`src/rtl/wb2mm_pkg.sv`:
```
// Shared types and constants for the Wishbone-to-mm bridge.
package wb2mm_pkg;

    typedef enum logic [1:0] {
        S_IDLE  = 2'd0,
        S_WAIT  = 2'd1,
        S_DRAIN = 2'd2
    } state_e;

    typedef struct packed {
        logic        we;
        logic [31:0] addr;
        logic [31:0] data;
    } req_t;

    localparam int REQ_W = $bits(req_t);

    localparam logic [31:0] WB2MM_TIMEOUT_DATA = 32'hDEADBEEF;

endpackage

```
`src/rtl/wb2mm_if.sv`:
```
// Bus bundle for wb2mm: Wishbone pipelined slave side plus the legacy mm side.
// The slave modport is the bridge's view; the master modport is the
// upstream Wishbone master together with the downstream mm peripheral.
interface wb2mm_if #(
    parameter int ADDRLEN = 32,
    parameter int DATALEN = 32
);
    logic                 wb_cyc;
    logic                 wb_stb;
    logic                 wb_we;
    logic [ADDRLEN-1:0]   wb_addr;
    logic [DATALEN-1:0]   wb_dat_i;
    logic [DATALEN/8-1:0] wb_sel;
    logic                 wb_stall;
    logic                 wb_ack;
    logic [DATALEN-1:0]   wb_dat_o;

    logic [31:0]          a;
    logic [31:0]          d;
    logic                 we;
    logic                 rd;
    logic [31:0]          spo;
    logic                 ready;
    logic                 irq;

    modport slave (
        input  wb_cyc, wb_stb, wb_we, wb_addr, wb_dat_i, wb_sel, spo, ready,
        output wb_stall, wb_ack, wb_dat_o, a, d, we, rd, irq
    );

    modport master (
        output wb_cyc, wb_stb, wb_we, wb_addr, wb_dat_i, wb_sel, spo, ready,
        input  wb_stall, wb_ack, wb_dat_o, a, d, we, rd, irq
    );

endinterface

```
`src/rtl/wb2mm_fifo.sv`:
```
// Request FIFO: registered pointers and count, head word falls through.
// Flush empties the FIFO in one cycle and takes priority over push/pop.
module wb2mm_fifo #(
    parameter int DEPTH = 2,
    parameter int W     = 65
) (
    input  logic                     clk,
    input  logic                     rst,
    input  logic                     push_i,
    input  logic [W-1:0]             data_i,
    input  logic                     pop_i,
    input  logic                     flush_i,
    output logic [W-1:0]             head_o,
    output logic [$clog2(DEPTH):0]   count_o,
    output logic                     full_o,
    output logic                     empty_o
);
    localparam int PW = $clog2(DEPTH);
    localparam logic [PW:0] FULL_CNT = (PW+1)'(DEPTH);

    logic [W-1:0]  mem_q [DEPTH];
    logic [PW-1:0] wr_ptr_q, wr_ptr_d;
    logic [PW-1:0] rd_ptr_q, rd_ptr_d;
    logic [PW:0]   count_q, count_d;
    logic          do_push, do_pop;

    assign full_o  = (count_q == FULL_CNT);
    assign empty_o = (count_q == '0);
    assign count_o = count_q;
    assign head_o  = mem_q[rd_ptr_q];
    assign do_push = push_i && !full_o && !flush_i;
    assign do_pop  = pop_i && !empty_o && !flush_i;

    // Next pointers and occupancy; pointers wrap naturally (power-of-two depth).
    always_comb begin
        wr_ptr_d = wr_ptr_q;
        rd_ptr_d = rd_ptr_q;
        count_d  = count_q;
        if (flush_i) begin
            wr_ptr_d = '0;
            rd_ptr_d = '0;
            count_d  = '0;
        end else begin
            if (do_push) wr_ptr_d = wr_ptr_q + 1'b1;
            if (do_pop)  rd_ptr_d = rd_ptr_q + 1'b1;
            if (do_push && !do_pop)      count_d = count_q + 1'b1;
            else if (!do_push && do_pop) count_d = count_q - 1'b1;
        end
    end

    // Pointer/count registers.
    always_ff @(posedge clk) begin
        if (rst) begin
            wr_ptr_q <= '0;
            rd_ptr_q <= '0;
            count_q  <= '0;
        end else begin
            wr_ptr_q <= wr_ptr_d;
            rd_ptr_q <= rd_ptr_d;
            count_q  <= count_d;
        end
    end

    // Storage; contents need no reset since count gates visibility.
    always_ff @(posedge clk) begin
        if (do_push) mem_q[wr_ptr_q] <= data_i;
    end

endmodule

```
`src/rtl/wb2mm.sv`:
```
// Wishbone B4 pipelined slave to single-outstanding mm bus bridge.
// Optional WB2MM_TIMEOUT_EN adds a WAIT-state timeout that acks with
// WB2MM_TIMEOUT_DATA, pulses irq and drains the stuck mm transaction.
//
// state   | meaning
// IDLE    | no mm transaction outstanding; issue FIFO head when mm ready
// WAIT    | mm transaction in flight; first cycle ignores ready
// DRAIN   | timed out; wait for mm ready without acking
module wb2mm
    import wb2mm_pkg::*;
#(
    parameter int ADDRLEN        = 32,
    parameter int DATALEN        = 32,
    parameter int FIFO_DEPTH     = 2,
    parameter int TIMEOUT_CYCLES = 1023
) (
    input logic     clk,
    input logic     rst,
    wb2mm_if.slave  bus
);
    state_e             state_q, state_d;
    logic               first_q, first_d;
    logic               abort_q, abort_d;
    logic               cur_we_q, cur_we_d;
    logic [31:0]        a_q, a_d;
    logic [31:0]        d_q, d_d;
    logic               ack_q, ack_d;
    logic [DATALEN-1:0] dat_q, dat_d;

    req_t               head, push_req;
    logic [REQ_W-1:0]   head_raw;
    logic [$clog2(FIFO_DEPTH):0] unused_count;
    logic               full, empty, push, flush, issue;
    logic               unused_sel;

`ifdef WB2MM_TIMEOUT_EN
    localparam int CW = $clog2(TIMEOUT_CYCLES + 1);
    localparam logic [CW-1:0] TO_CNT = CW'(TIMEOUT_CYCLES);
    logic [CW-1:0]      cnt_q, cnt_d;
    logic               irq_q, irq_d;
`else
    localparam int unused_timeout = TIMEOUT_CYCLES;
`endif

    assign unused_sel = ^bus.wb_sel;
    assign push_req   = '{we: bus.wb_we, addr: 32'(bus.wb_addr), data: 32'(bus.wb_dat_i)};
    assign head       = req_t'(head_raw);
    assign push       = bus.wb_cyc && bus.wb_stb && !full;
    // Dropping cyc abandons everything not yet issued.
    assign flush      = !bus.wb_cyc;
    assign issue      = (state_q == S_IDLE) && !empty && bus.ready && bus.wb_cyc;

    wb2mm_fifo #(
        .DEPTH (FIFO_DEPTH),
        .W     (REQ_W)
    ) u_fifo (
        .clk     (clk),
        .rst     (rst),
        .push_i  (push),
        .data_i  (push_req),
        .pop_i   (issue),
        .flush_i (flush),
        .head_o  (head_raw),
        .count_o (unused_count),
        .full_o  (full),
        .empty_o (empty)
    );

    // The strobe is combinational so a request can issue the cycle after accept;
    // a/d show the head during the pulse and hold it afterwards.
    assign bus.a        = issue ? head.addr : a_q;
    assign bus.d        = issue ? head.data : d_q;
    assign bus.rd       = issue && !head.we;
    assign bus.we       = issue && head.we;
    assign bus.wb_stall = full;
    assign bus.wb_ack   = ack_q;
    assign bus.wb_dat_o = dat_q;
`ifdef WB2MM_TIMEOUT_EN
    assign bus.irq      = irq_q;
`else
    assign bus.irq      = 1'b0;
`endif

    // Issue FSM: next state, captured request and registered ack.
    always_comb begin
        state_d  = state_q;
        first_d  = 1'b0;
        abort_d  = abort_q;
        cur_we_d = cur_we_q;
        a_d      = a_q;
        d_d      = d_q;
        ack_d    = 1'b0;
        dat_d    = dat_q;
`ifdef WB2MM_TIMEOUT_EN
        irq_d    = 1'b0;
        cnt_d    = cnt_q;
`endif
        unique case (state_q)
            S_IDLE: begin
                abort_d = 1'b0;
                if (issue) begin
                    a_d      = head.addr;
                    d_d      = head.data;
                    cur_we_d = head.we;
                    first_d  = 1'b1;
                    state_d  = S_WAIT;
`ifdef WB2MM_TIMEOUT_EN
                    cnt_d    = CW'(1);
`endif
                end
            end
            S_WAIT: begin
                if (!bus.wb_cyc) abort_d = 1'b1;
                if (!first_q && bus.ready) begin
                    if (!abort_q && bus.wb_cyc) begin
                        ack_d = 1'b1;
                        dat_d = cur_we_q ? '0 : DATALEN'(bus.spo);
                    end
                    abort_d = 1'b0;
                    state_d = S_IDLE;
                end
`ifdef WB2MM_TIMEOUT_EN
                else if (cnt_q == TO_CNT) begin
                    if (!abort_q && bus.wb_cyc) begin
                        ack_d = 1'b1;
                        dat_d = DATALEN'(WB2MM_TIMEOUT_DATA);
                    end
                    irq_d   = 1'b1;
                    state_d = S_DRAIN;
                end else begin
                    cnt_d = cnt_q + 1'b1;
                end
`endif
            end
            default: begin
`ifdef WB2MM_TIMEOUT_EN
                if (bus.ready) begin
                    abort_d = 1'b0;
                    state_d = S_IDLE;
                end
`else
                state_d = S_IDLE;
`endif
            end
        endcase
    end

    // State and output registers.
    always_ff @(posedge clk) begin
        if (rst) begin
            state_q  <= S_IDLE;
            first_q  <= 1'b0;
            abort_q  <= 1'b0;
            cur_we_q <= 1'b0;
            a_q      <= '0;
            d_q      <= '0;
            ack_q    <= 1'b0;
            dat_q    <= '0;
`ifdef WB2MM_TIMEOUT_EN
            irq_q    <= 1'b0;
            cnt_q    <= '0;
`endif
        end else begin
            state_q  <= state_d;
            first_q  <= first_d;
            abort_q  <= abort_d;
            cur_we_q <= cur_we_d;
            a_q      <= a_d;
            d_q      <= d_d;
            ack_q    <= ack_d;
            dat_q    <= dat_d;
`ifdef WB2MM_TIMEOUT_EN
            irq_q    <= irq_d;
            cnt_q    <= cnt_d;
`endif
        end
    end

endmodule

```
`src/flat_wrapper.sv`:
```
// flat-port wrapper written by rule: the top's interface ports become plain ports
module wb2mm_flat import wb2mm_pkg::*;
#(
    parameter int ADDRLEN        = 32,
    parameter int DATALEN        = 32,
    parameter int FIFO_DEPTH     = 2,
    parameter int TIMEOUT_CYCLES = 1023
)
  (clk, rst, bus_wb_cyc, bus_wb_stb, bus_wb_we, bus_wb_addr, bus_wb_dat_i, bus_wb_sel, bus_spo, bus_ready, bus_wb_stall, bus_wb_ack, bus_wb_dat_o, bus_a, bus_d, bus_we, bus_rd, bus_irq);
  wb2mm_if #(.ADDRLEN(ADDRLEN), .DATALEN(DATALEN)) bus_i ();
  input logic clk;
  input logic rst;
  input wire logic [$bits(bus_i.wb_cyc)-1:0] bus_wb_cyc;
  input wire logic [$bits(bus_i.wb_stb)-1:0] bus_wb_stb;
  input wire logic [$bits(bus_i.wb_we)-1:0] bus_wb_we;
  input wire logic [$bits(bus_i.wb_addr)-1:0] bus_wb_addr;
  input wire logic [$bits(bus_i.wb_dat_i)-1:0] bus_wb_dat_i;
  input wire logic [$bits(bus_i.wb_sel)-1:0] bus_wb_sel;
  input wire logic [$bits(bus_i.spo)-1:0] bus_spo;
  input wire logic [$bits(bus_i.ready)-1:0] bus_ready;
  output wire logic [$bits(bus_i.wb_stall)-1:0] bus_wb_stall;
  output wire logic [$bits(bus_i.wb_ack)-1:0] bus_wb_ack;
  output wire logic [$bits(bus_i.wb_dat_o)-1:0] bus_wb_dat_o;
  output wire logic [$bits(bus_i.a)-1:0] bus_a;
  output wire logic [$bits(bus_i.d)-1:0] bus_d;
  output wire logic [$bits(bus_i.we)-1:0] bus_we;
  output wire logic [$bits(bus_i.rd)-1:0] bus_rd;
  output wire logic [$bits(bus_i.irq)-1:0] bus_irq;
  assign bus_i.wb_cyc = bus_wb_cyc;
  assign bus_i.wb_stb = bus_wb_stb;
  assign bus_i.wb_we = bus_wb_we;
  assign bus_i.wb_addr = bus_wb_addr;
  assign bus_i.wb_dat_i = bus_wb_dat_i;
  assign bus_i.wb_sel = bus_wb_sel;
  assign bus_i.spo = bus_spo;
  assign bus_i.ready = bus_ready;
  assign bus_wb_stall = bus_i.wb_stall;
  assign bus_wb_ack = bus_i.wb_ack;
  assign bus_wb_dat_o = bus_i.wb_dat_o;
  assign bus_a = bus_i.a;
  assign bus_d = bus_i.d;
  assign bus_we = bus_i.we;
  assign bus_rd = bus_i.rd;
  assign bus_irq = bus_i.irq;
  wb2mm #(.ADDRLEN(ADDRLEN), .DATALEN(DATALEN), .FIFO_DEPTH(FIFO_DEPTH), .TIMEOUT_CYCLES(TIMEOUT_CYCLES)) u_core (.clk(clk), .rst(rst), .bus(bus_i));
endmodule
```
`config.mk`:
```
export PLATFORM = sky130hd
export DESIGN_NAME = wb2mm_flat
export DESIGN_NICKNAME = d
export VERILOG_FILES = /design/src/rtl/wb2mm_pkg.sv /design/src/rtl/wb2mm_if.sv /design/src/rtl/wb2mm_fifo.sv /design/src/rtl/wb2mm.sv /design/src/flat_wrapper.sv
export SDC_FILE = /design/constraint.sdc
export NUM_CORES = 1
export LEC_CHECK = 0
export CORE_MARGIN = 5
export CORE_UTILIZATION = 24
export CTS_BUF_LIST = sky130_fd_sc_hd__clkbuf_4 sky130_fd_sc_hd__clkbuf_8
export DETAILED_ROUTE_END_ITERATION = 10
export DONT_BUFFER_PORTS = 1
export PLACE_DENSITY = 0.42
export SLEW_MARGIN = 15
export SYNTH_ARGS = -nofsm -noshare
export SYNTH_HDL_FRONTEND = slang
export SYNTH_HIERARCHICAL = 1
export SYNTH_SLANG_ARGS = --single-unit
```
`constraint.sdc`:
```
create_clock -name clk -period 8.4 [get_ports clk]
set_input_delay 0.84 -clock clk [delete_from_list [all_inputs] [get_ports clk]]
set_output_delay 0.84 -clock clk [all_outputs]
set_load 0.02 [all_outputs]
```
==> summary.md, run 1 <==
| Metric | Value |
|---|---|
| Port Buffers | `0` |
| Cells on worst reg2reg path | `9` |
| Synth Cell Area | `9010 um2` |
| Hold depth | `1` |
| Post CTS Setup Buffer Count | `0` |
| FP Rows | `71` |
| Crit. End Element | `primary output` |
| Drt initial violations | `191` |
| Die X | `204 um` |
| Synth cell types | `27` |
| Worst VDD drop | `0.119 mV` |
| Synthesized area per cell | `14.8 um2` |
| Fmax | `274 MHz` |
| Total number of vias | `4872` |
| Vias/cell | `4.20` |
| Routability cong. | `0.710` |
| Ratio of cells with drive above 1 in the final layout | `28.3%` |
| Cts-stage hold buffer count | `0` |
| CTS resizes | `0` |
| Reg2reg start | `u_core/u_fifo/count_o[0]` |
| HPWL after detailed placement | `12600 um` |
| H-tree lvl count | `2` |
| Core Box Area | `37400 um2` |
| Io pins | `207` |
| Initial Util | `24.1%` |
| Post-DP Area | `9440 um2` |
| Yosys Warn Count | `6` |
| Residual DRC count | `0` |
| Die height | `204 um` |
| Setup ws final | `4.75 ns` |
| Sequential share of the synthesized area | `66.9%` |
| CP max FO | `66` |
| R2r endpoint | `u_core/u_fifo/count_o[1]` |
| Antenna violations before repair | `1` |
| Final count of pins violating max slew | `0` |
| Clock sinks | `236` |
| TritonCTS clock tree | `built` |
| Worst-Margin Slew | `1.09 ns` |
| Final net count | `723` |
| Leak pwr | `0.00359 uW` |
| P per Cell Area | `239 nW/um2` |
| Finish-stage setup viols | `0` |
| Post-Syn Nets | `716` |
| Largest net degree at the start of global routing | `103` |
| Max Root-Sink Buffers | `3` |
| Pre-CTS setup slack | `4.89 ns` |
| Sum Neg Setup Slack | `0 ns` |
| CP startpoint kind | `flop` |
| Total grt overflow | `0` |
| Die ar. | `41500 um2` |
| Number of global-route vias before repair | `5383` |
| CTS buffer count | `44` |
| Syn Inst Count | `609` |
| DR WL/cell | `18.1 um` |
| WL final | `21100 um` |
| Ant. Diodes | `0` |
| First-pass GRT wire length | `31500 um` |
| Antenna viol nets, final | `0` |
| Final Critical Period | `3.65 ns` |
| Max-Cap Viols | `0` |
| WHS Endpoint | `u_core/a_q[2]` |
| Slew margin rel. | `27.6%` |
| RSZ-0062 raised after global routing | `false` |
| Area Growth Syn to Fin | `15.8%` |
| Design Area, Final | `10400 um2` |
| Final Cycle Share | `43.5%` |
| Slack of the worst reg-to-reg path | `5.15 ns` |
| Clock share of power | `48.6%` |
| Hold Path Class | `in -> reg` |
| Switching pwr | `495 uW` |
| Root Buffer | `clkbuf_8` |
| Hold_sp | `rst` |
| Seq cells post-synth | `236` |
| Comb pwr share | `1.7%` |
| Commonest non-fill, non-tap cell in the layout | `edfxtp_1` |
| Clk slew on worst S/H paths | `0.06 ns` |
| Setup CP Type | `reg -> out` |
| GR Util All Layers | `9.89%` |
| Worst path arrival time | `2.81 ns` |
| Int Pwr | `2000 uW` |
| Critical Path RT | `7.56 ns` |
| Hold Vio Cnt, Final | `0` |
| Skew-Pair Late Insertion Delay | `0.56 ns` |
| Reg power frac | `49.6%` |
| Switching part of the total | `19.8%` |
| DR pass1 iterations | `4` |
| Status | `complete, no violations` |
| Most frequent cells in the layout | `edfxtp_1 (130), dfxtp_1 (105), mux2_2 (91), nor2b_1 (64), clkbuf_8 (52)` |
| Max Clock Skew | `0.0162 ns` |
==> per-stage QoR <==
stage | cells | hold slack, ns | util, % | power (uW)
global route | 1161 | 0.286 | 27.9 | 2620
floorplan | 609 | 0.464 | - | 1310
detailed placement | 1081 | 0.505 | 25.2 | 1310
CTS | 1161 | 0.272 | 27.9 | 2560
finish | 1161 | 0.351 | 27.9 | 2500
global placement | 1081 | 0.486 | 25.2 | 1310
==> sequential cells by signal, summed over array words and instances, names as in the netlist, named ones only <==
name and count:
u_core/abort_q 1, u_core/bus.wb_dat_o 32, u_core/u_fifo/rd_ptr_q 1, u_core/a_q 32, u_core/first_q 1, u_core/cur_we_q 1, u_core/bus.wb_ack 1, u_core/u_fifo/count_o 2
u_core/d_q 32, u_core/u_fifo/mem_q 130, u_core/u_fifo/wr_ptr_q 1, u_core/state_q 1
==> synthesized netlist by cell type, drive strengths merged <==
cell	count	share of area, %
xor2	3	0.29
conb	1	0.042
and2	1	0.069
nand4bb	1	0.18
a21oi	36	2.0
nor2b	65	4.5
or2	2	0.14
clkbuf	24	1.0
dfxtp	106	24
nand2	3	0.12
o21ai	36	2.0
edfxtp	130	43
ha	1	0.14
nand4b	1	0.17
nor2	8	0.33
nor4	1	0.069
inv	5	0.21
or4b	32	3.6
or3	2	0.14
nor3	3	0.17
buf	19	1.8
mux2	129	16
==> area by class of cell <==
type                            instances  area (um2)
Clock buffer                           74         881
Tap cell                              511         639
Clock inverter                          6         106
Inverter                                5        20.0
Fill cell                            3781       27000
Timing Repair Buffer                    4        30.0
Sequential cell                       236        6030
Multi-Input combinational cell        325        2730
==> power groups by stage <==
stage | logic (uW) | registers, uW | clock network, uW
after floorplan | 42.4 | 1260 | 0
after global placement | 43.4 | 1260 | 0
after detailed placement | 44.5 | 1260 | 0
after CTS | 44.8 | 1240 | 1280
after global routing | 47.7 | 1240 | 1330
final | 43.5 | 1240 | 1210
==> critical path: stages, from the launching register on <==
cell and delay, ns:
dfxtp_1 0.42, nor2_1 0.06, nand4bb_2 0.32, clkinv_2 0.07, buf_4 0.78, mux2_1 0.52
==> kinds of logic after synthesis <==
| group | share of synthesized area (%) |
|---|---|
| buffers and inverters | 3.05 |
| and+or+nand+nor | 9.48 |
| other | 0.0416 |
| DFF | 66.9 |
| xor gates and xnor gates | 0.292 |
| muxes | 16.1 |
| AOI/OAI and AO/OA | 4.00 |
| adders and majority gates | 0.139 |
==> routing by layer <==
layer	global-route usage (%)	vias up	part of all wire [%]	wire length [um]
met5	0	-	0	0
met1	9.99	2414	36	7650
met4	5.40	0	3.5	736
met3	4.67	51	9.6	2010
met2	16.9	147	51	10700
li1	-	2260	-	-
==> worst max-delay path by stage <==
stage,from,to,slack (ns),cells after the start
3_5_place_dp,bus_ready,u_core/u_fifo/count_o[1],4.89,8
2_1_floorplan,bus_wb_stb,u_core/u_fifo/mem_q[0][0],0.58,4
4_1_cts,u_core/u_fifo/count_o[0],bus_a[27],4.59,5
3_3_place_gp,bus_ready,u_core/u_fifo/count_o[1],4.95,8
6_report,u_core/u_fifo/count_o[0],bus_a[27],4.75,5
5_1_grt,u_core/u_fifo/count_o[0],bus_a[27],4.47,5
No activity file was read; power rests on OpenSTA's default activity.
==> run 2, diff against run 1 <==
Settings changed: PLACE_DENSITY 0.42 to 0.41.
Clock period 8.4 ns to 3.5 ns, I/O delays scaled along.
==> run 2 against run 1 <==
Setup slack got worse by 4.0 ns. Wire length increased by 4.7%. Combinational power increased to 5.4 times the previous value. Clock power increased by 130%. Via count increased by 8.9%. Global-route usage increased by 0.48 points. Critical endpoint is now bus_rd. Largest cell class unchanged. Highest routed layer unchanged.
==> summary.md, run 2 (same netlist as run 1, synthesis figures left out) <==
| Metric | Value |
|---|---|
| Total grt overflow | `0 (unchanged)` |
| Clk slew on worst S/H paths | `0.05 ns (about the same)` |
| RSZ-0062 raised after global routing | `false` |
| Finish-stage setup viols | `0 (unchanged)` |
| Biggest register | `u_core/u_fifo/mem_q` |
| Max Root-Sink Buffers | `3 (unchanged)` |
| Slowest-stage cell, CP | `dfxtp_4` |
| Final count of pins violating max slew | `0 (unchanged)` |
| Io pins | `207 (unchanged)` |
| Final Cycle Share | `79.7%` |
| WP buf/inv | `1 (-1)` |
| Max Clock Skew | `0.0206 ns (+0.00445 ns)` |
| Post CTS Setup Buffer Count | `0 (unchanged)` |
| Status | `complete, no violations` |
| Most frequent cells in the layout | `edfxtp_1 (130), dfxtp_1 (105), dlygate4sd3_1 (100), mux2_2 (91), nor2b_1 (64)` |
| FP Rows | `71 (unchanged)` |
| Worst-Margin Slew | `0.925 ns (-0.161 ns)` |
| Design Area, Final | `11500 um2 (+10%)` |
| Die height | `204 um (unchanged)` |
| Root Buffer | `clkbuf_8` |
| Core Box Area | `37400 um2 (unchanged)` |
| Leak pwr | `0.00401 uW (+12%)` |
| Min Hold Slack | `0.0891 ns (-0.262 ns)` |
| Worst VDD drop | `0.225 mV (+89%)` |
| Die ar. | `41500 um2 (unchanged)` |
| Clock sinks | `236 (unchanged)` |
| Max-Cap Viols | `0 (unchanged)` |
| CTS buffer count | `44 (unchanged)` |
| H-tree lvl count | `2 (unchanged)` |
| Number of global-route vias before repair | `5846 (+8.6%)` |
| CTS resizes | `0 (unchanged)` |
| Skew-Pair Late Insertion Delay | `0.58 ns (+0.02 ns)` |
| Largest net degree at the start of global routing | `103 (unchanged)` |
| Worst path cell trace | `buf_12, mux2_2, nor2_1` |
| CP max FO | `34 (-48%)` |
| Routability cong. | `0.741 (+4.3%)` |
| Total number of vias | `5308 (+8.9%)` |
| Hold Path Class | `in -> reg` |
| Sum Neg Setup Slack | `0 ns (unchanged)` |
| Drt initial violations | `227 (+19%)` |
| Final Total Pwr | `6020 uW (+140%)` |
| Final net count | `827 (+14%)` |
| Residual DRC count | `0 (unchanged)` |
| Worst path arrival time | `2.44 ns (-0.37 ns)` |
| Crit. End Element | `primary output` |
| Antenna violations before repair | `1 (unchanged)` |
| CP startpoint kind | `flop` |
| Final Critical Period | `2.79 ns` |
| TritonCTS clock tree | `built` |
| Fmax | `359 MHz` |
| Critical Path RT | `3.15 ns (-4.41 ns)` |
| Multi-input logic area | `2730 um2 (unchanged)` |
| Setup CP Type | `reg -> out` |
| Post-DP Area | `9510 um2 (+0.73%)` |
| Max reg flops | `130 (unchanged)` |
| Area Growth Syn to Fin | `27.5%` |
| Critical Path Max Stage Delay | `0.71 ns (-0.07 ns)` |
| WL final | `22100 um (+4.7%)` |
| Ratio of cells with drive above 1 in the final layout | `24.8% (-3.5 points)` |
| Antenna viol nets, final | `0 (unchanged)` |
| # fillers | `3737 (-1.2%)` |
| DR WL/cell | `17.4 um (-3.9%)` |
| Vias/cell | `4.20 (about the same)` |
| HPWL after detailed placement | `13200 um (+4.2%)` |
| DR pass1 iterations | `4 (unchanged)` |
| Commonest non-fill, non-tap cell in the layout | `edfxtp_1` |
| Initial Util | `24.1% (unchanged)` |
| P per Cell Area | `524 nW/um2 (+120%)` |
| Worst path top cell family by delay | `flip-flops` |
| Hold Vio Cnt, Final | `0 (unchanged)` |
| First-pass GRT wire length | `33300 um (+5.6%)` |
| Die X | `204 um (unchanged)` |
| Slew margin rel. | `38.2% (+11 points)` |
| Cts-stage hold buffer count | `101 (+101)` |
| GR Util All Layers | `10.4% (+0.48 points)` |
| Port Buffers | `0 (unchanged)` |
| Sequential Area | `6030 um2 (unchanged)` |
[run 2: path summary, 6_finish.rpt]
| path | from | endpoint | slack (ns) | cells past startpoint |
|---|---|---|---|---|
| worst max-delay path | flop | bus_rd | 0.71 | 3 |
| worst min-delay path | bus_ready | u_core/state_q[0] | 0.09 | 3 |
| worst max register to register | u_core/u_fifo/count_o[0] | u_core/u_fifo/mem_q[1][36] | 1.20 | 6 |
| worst min register to register | u_core/abort_q | u_core/abort_q | 0.50 | 2 |
[run 2: routing by layer]
metal | vias to the layer above | wire [um] | global-route usage (%)
met5 | - | 0 | 0
met4 | 0 | 805 | 5.03
met3 | 61 | 1610 | 4.02
met2 | 169 | 11300 | 18.0
met1 | 2612 | 8390 | 11.1
li1 | 2466 | - | -
[run 2: cell type report]
class                           count  area share [%]
Inverter                            5           0.174
Multi-Input combinational cell    325            23.7
Tap cell                          511            5.56
Timing Repair Buffer              108            9.74
Antenna cell                        1          0.0218
Clock buffer                       73            7.76
Clock inverter                      6           0.523
Sequential cell                   236            52.5
[run 2: per-stage QoR]
| stage | utilization, % | instances | setup WS (ns) |
|---|---|---|---|
| 2_1_floorplan | - | 609 | 0.208 |
| 3_3_place_gp | 25.4 | 1084 | 1.19 |
| 3_5_place_dp | 25.4 | 1084 | 1.15 |
| 4_1_cts | 30.7 | 1264 | 0.557 |
| 5_1_grt | 30.7 | 1265 | 0.516 |
| 6_report | 30.7 | 1265 | 0.712 |
[run 2: worst reg2reg max path: stages (launching register included)]
cell and delay (ns):
dfxtp_1 0.43, nor2b_2 0.16, nor2_1 0.13, inv_1 0.10, nor3_1 0.28, and2_4 0.52, buf_12 0.33
[run 2: power breakdown]
| group | switching, uW | internal, uW | leakage [uW] |
|---|---|---|---|
| logic | 117 | 119 | 0.00147 |
| registers | 10.5 | 2960 | 0.00204 |
| clock network | 1140 | 1670 | 0.000504 |
| total | 1260 | 4750 | 0.00401 |
==> run 3, diff against run 2 <==
Settings changed: PLACE_DENSITY 0.41 to 0.42.
Clock period 3.5 ns to 2.4 ns, I/O delays scaled along.
==> run 3 against run 2 <==
First-iteration DRC count grew 7.5%. Final cell count grew 1.0%. Wire length grew 4.9%. Sequential cell count is the same. Clock power grew 36%. Sequential share of layout area shrank 1.7 points. Largest power group unchanged. Highest routed layer is now met5.
==> summary.md, run 3 (same netlist as run 1, synthesis figures left out) <==
| Metric | Value |
|---|---|
| Status | `complete, no violations` |
| Port Buffers | `0 (unchanged)` |
| Antenna viol nets, final | `0 (unchanged)` |
| Area Growth Syn to Fin | `31.8%` |
| Antenna violations before repair | `3 (+2)` |
| Reg power frac | `50.8% (+1.4 points)` |
| Skew-Pair Late Insertion Delay | `0.59 ns (about the same)` |
| Fmax | `436 MHz` |
| Fin cells | `1278 (+1.0%)` |
| Final Critical Period | `2.29 ns` |
| Multi-input logic area | `2920 um2 (+7.1%)` |
| Placed Cells | `1088 (+0.37%)` |
| Max-Cap Viols | `0 (unchanged)` |
| Sequential Area | `6030 um2 (about the same)` |
| Max Root-Sink Buffers | `3 (unchanged)` |
| Clock share of power | `44.8% (-1.9 points)` |
| Final Cycle Share | `95.6%` |
| Hold Path Class | `in -> reg` |
| Worst-Margin Slew | `0.967 ns (+0.0412 ns)` |
| Routability cong. | `0.684 (-7.7%)` |
| TritonCTS clock tree | `built` |
| Drt initial violations | `244 (+7.5%)` |
| CP max FO | `10 (-71%)` |
| Largest net degree at the start of global routing | `103 (unchanged)` |
| Total number of vias | `5350 (+0.79%)` |
| Ratio of cells with drive above 1 in the final layout | `30.6% (+5.8 points)` |
| Int Pwr | `6680 uW (+40%)` |
| Die ar. | `41500 um2 (unchanged)` |
| Leak pwr | `0.00409 uW (+2.0%)` |
| Residual DRC count | `0 (unchanged)` |
| Most frequent cells in the layout | `edfxtp_1 (130), dfxtp_1 (103), dlygate4sd3_1 (101), mux2_2 (82), nor2b_1 (64)` |
| Core Box Area | `37400 um2 (unchanged)` |
| Number of global-route vias before repair | `5891 (+0.77%)` |
| Finish-stage setup viols | `0 (unchanged)` |
| FP Rows | `71 (unchanged)` |
| # fillers | `3663 (-2.0%)` |
| Max reg flops | `130 (unchanged)` |
| GR Util All Layers | `10.2% (-0.18 points)` |
| WL final | `23100 um (+4.9%)` |
| Clock sinks | `236 (unchanged)` |
| Switching pwr | `1850 uW (+47%)` |
| Crit. End Element | `primary output` |
| DR WL/cell | `18.1 um (+3.9%)` |
| Clk slew on worst S/H paths | `0.07 ns (+0.02 ns)` |
| CTS buffer count | `43 (-2.3%)` |
| Max Clock Skew | `0.0441 ns (+0.0235 ns)` |
| Switching part of the total | `21.7% (+0.74 points)` |
| Worst VDD drop | `0.427 mV (+90%)` |
| Root Buffer | `clkbuf_8` |
| Commonest non-fill, non-tap cell in the layout | `edfxtp_1` |
| Slew margin rel. | `35.5% (-2.7 points)` |
| H-tree lvl count | `2 (unchanged)` |
| RSZ-0062 raised after global routing | `true` |
| Hold Vio Cnt, Final | `0 (unchanged)` |
| Vias/cell | `4.19 (-0.23%)` |
| Io pins | `207 (unchanged)` |
| Biggest register | `u_core/u_fifo/mem_q` |
| P per Cell Area | `718 nW/um2 (+37%)` |
| DR pass1 iterations | `4 (unchanged)` |
| Final count of pins violating max slew | `0 (unchanged)` |
| Total grt overflow | `0 (unchanged)` |
| Initial Util | `24.1% (unchanged)` |
| HPWL after detailed placement | `13400 um (+2.0%)` |
| Die height | `204 um (unchanged)` |
| Die X | `204 um (unchanged)` |
| Worst path arrival time | `2.05 ns (-0.39 ns)` |
| Setup CP Type | `reg -> out` |
| CP startpoint kind | `flop` |
| Critical Path RT | `2.16 ns (-0.99 ns)` |
| Comb pwr share | `4.4% (+0.5 points)` |
| First-pass GRT wire length | `33200 um (-0.39%)` |
| Final net count | `839 (+1.5%)` |
| Sum Neg Setup Slack | `0 ns (unchanged)` |
-- run 3: changes by cell type in the layout (fill, tap and decap cells not counted), moves of 2 or more --
cell,before,now
mux2_4,0,47
mux2_1,38,0
mux2_2,91,82
clkbuf_8,55,48
buf_12,3,8
clkinv_1,0,5
clkbuf_16,0,4
clkbuf_4,18,14
clkinv_2,4,8
dfxtp_1,105,103
-- run 3: through the flow --
step | total power, uW | worst slack, ns | hold slack, ns | utilization [%] | cell area, um2
floorplan | 4570 | -0.868 | 0.339 | - | 9030
global route | 8930 | -0.0166 | 0.0591 | 31.8 | 11900
global placement | 4580 | 0.293 | 0.326 | 25.7 | 9590
finish | 8530 | 0.106 | 0.0836 | 31.8 | 11900
detailed placement | 4590 | 0.279 | 0.327 | 25.7 | 9590
CTS | 8720 | -0.0788 | 0.000356 | 30.8 | 11500
-- run 3: power groups by stage --
stage | combinational [uW] | sequential, uW | clock, uW
floorplan | 151 | 4420 | 0
global placement | 161 | 4420 | 0
detailed placement | 165 | 4420 | 0
CTS | 360 | 4330 | 4030
global route | 406 | 4340 | 4190
finish | 376 | 4330 | 3820
-- run 3: area by class of cell --
| class | instances | area share, % |
|---|---|---|
| Antenna cell | 2 | 0.0421 |
| Timing Repair Buffer | 120 | 11.5 |
| Tap cell | 511 | 5.38 |
| Sequential cell | 236 | 50.8 |
| Clock buffer | 62 | 6.45 |
| Multi-Input combinational cell | 325 | 24.6 |
| Inverter | 5 | 0.263 |
| Clock inverter | 16 | 0.885 |
| Timing Repair inverter | 1 | 0.0737 |
-- run 3: critical path, stage by stage (launching register included) --
cell	delay (ns)
dfxtp_4	0.38
nor2_1	0.05
nand4bb_4	0.28
clkinv_8	0.16
buf_16	0.16
mux2_2	0.42
-- run 3: per-layer routing --
layer	track usage, %	routed length (um)
met2	17.5	11900
met5	0	13
met4	4.72	814
met3	4.28	1610
met1	10.9	8810
-- run 3: final timing paths --
kind                            startpoint                  endpoint  slack (ns)  depth (start not counted)
setup reg to reg  u_core/u_fifo/count_o[0]  u_core/u_fifo/count_o[1]        0.19                          8
hold reg to reg             u_core/abort_q            u_core/abort_q        0.50                          2
hold / removal                         rst             u_core/a_q[1]        0.08                          2
setup / recovery  u_core/u_fifo/count_o[0]                  bus_d[3]        0.11                          5
-- run 3: what timing repair did --
item	CTS	global route
buffers inserted	0	1
hold buffers	102	0
endpoints found under the setup margin	64	65
gates cloned	0	7
hold endpoints to repair	236	0
pin swaps	0	1
gates resized for setup	39	61
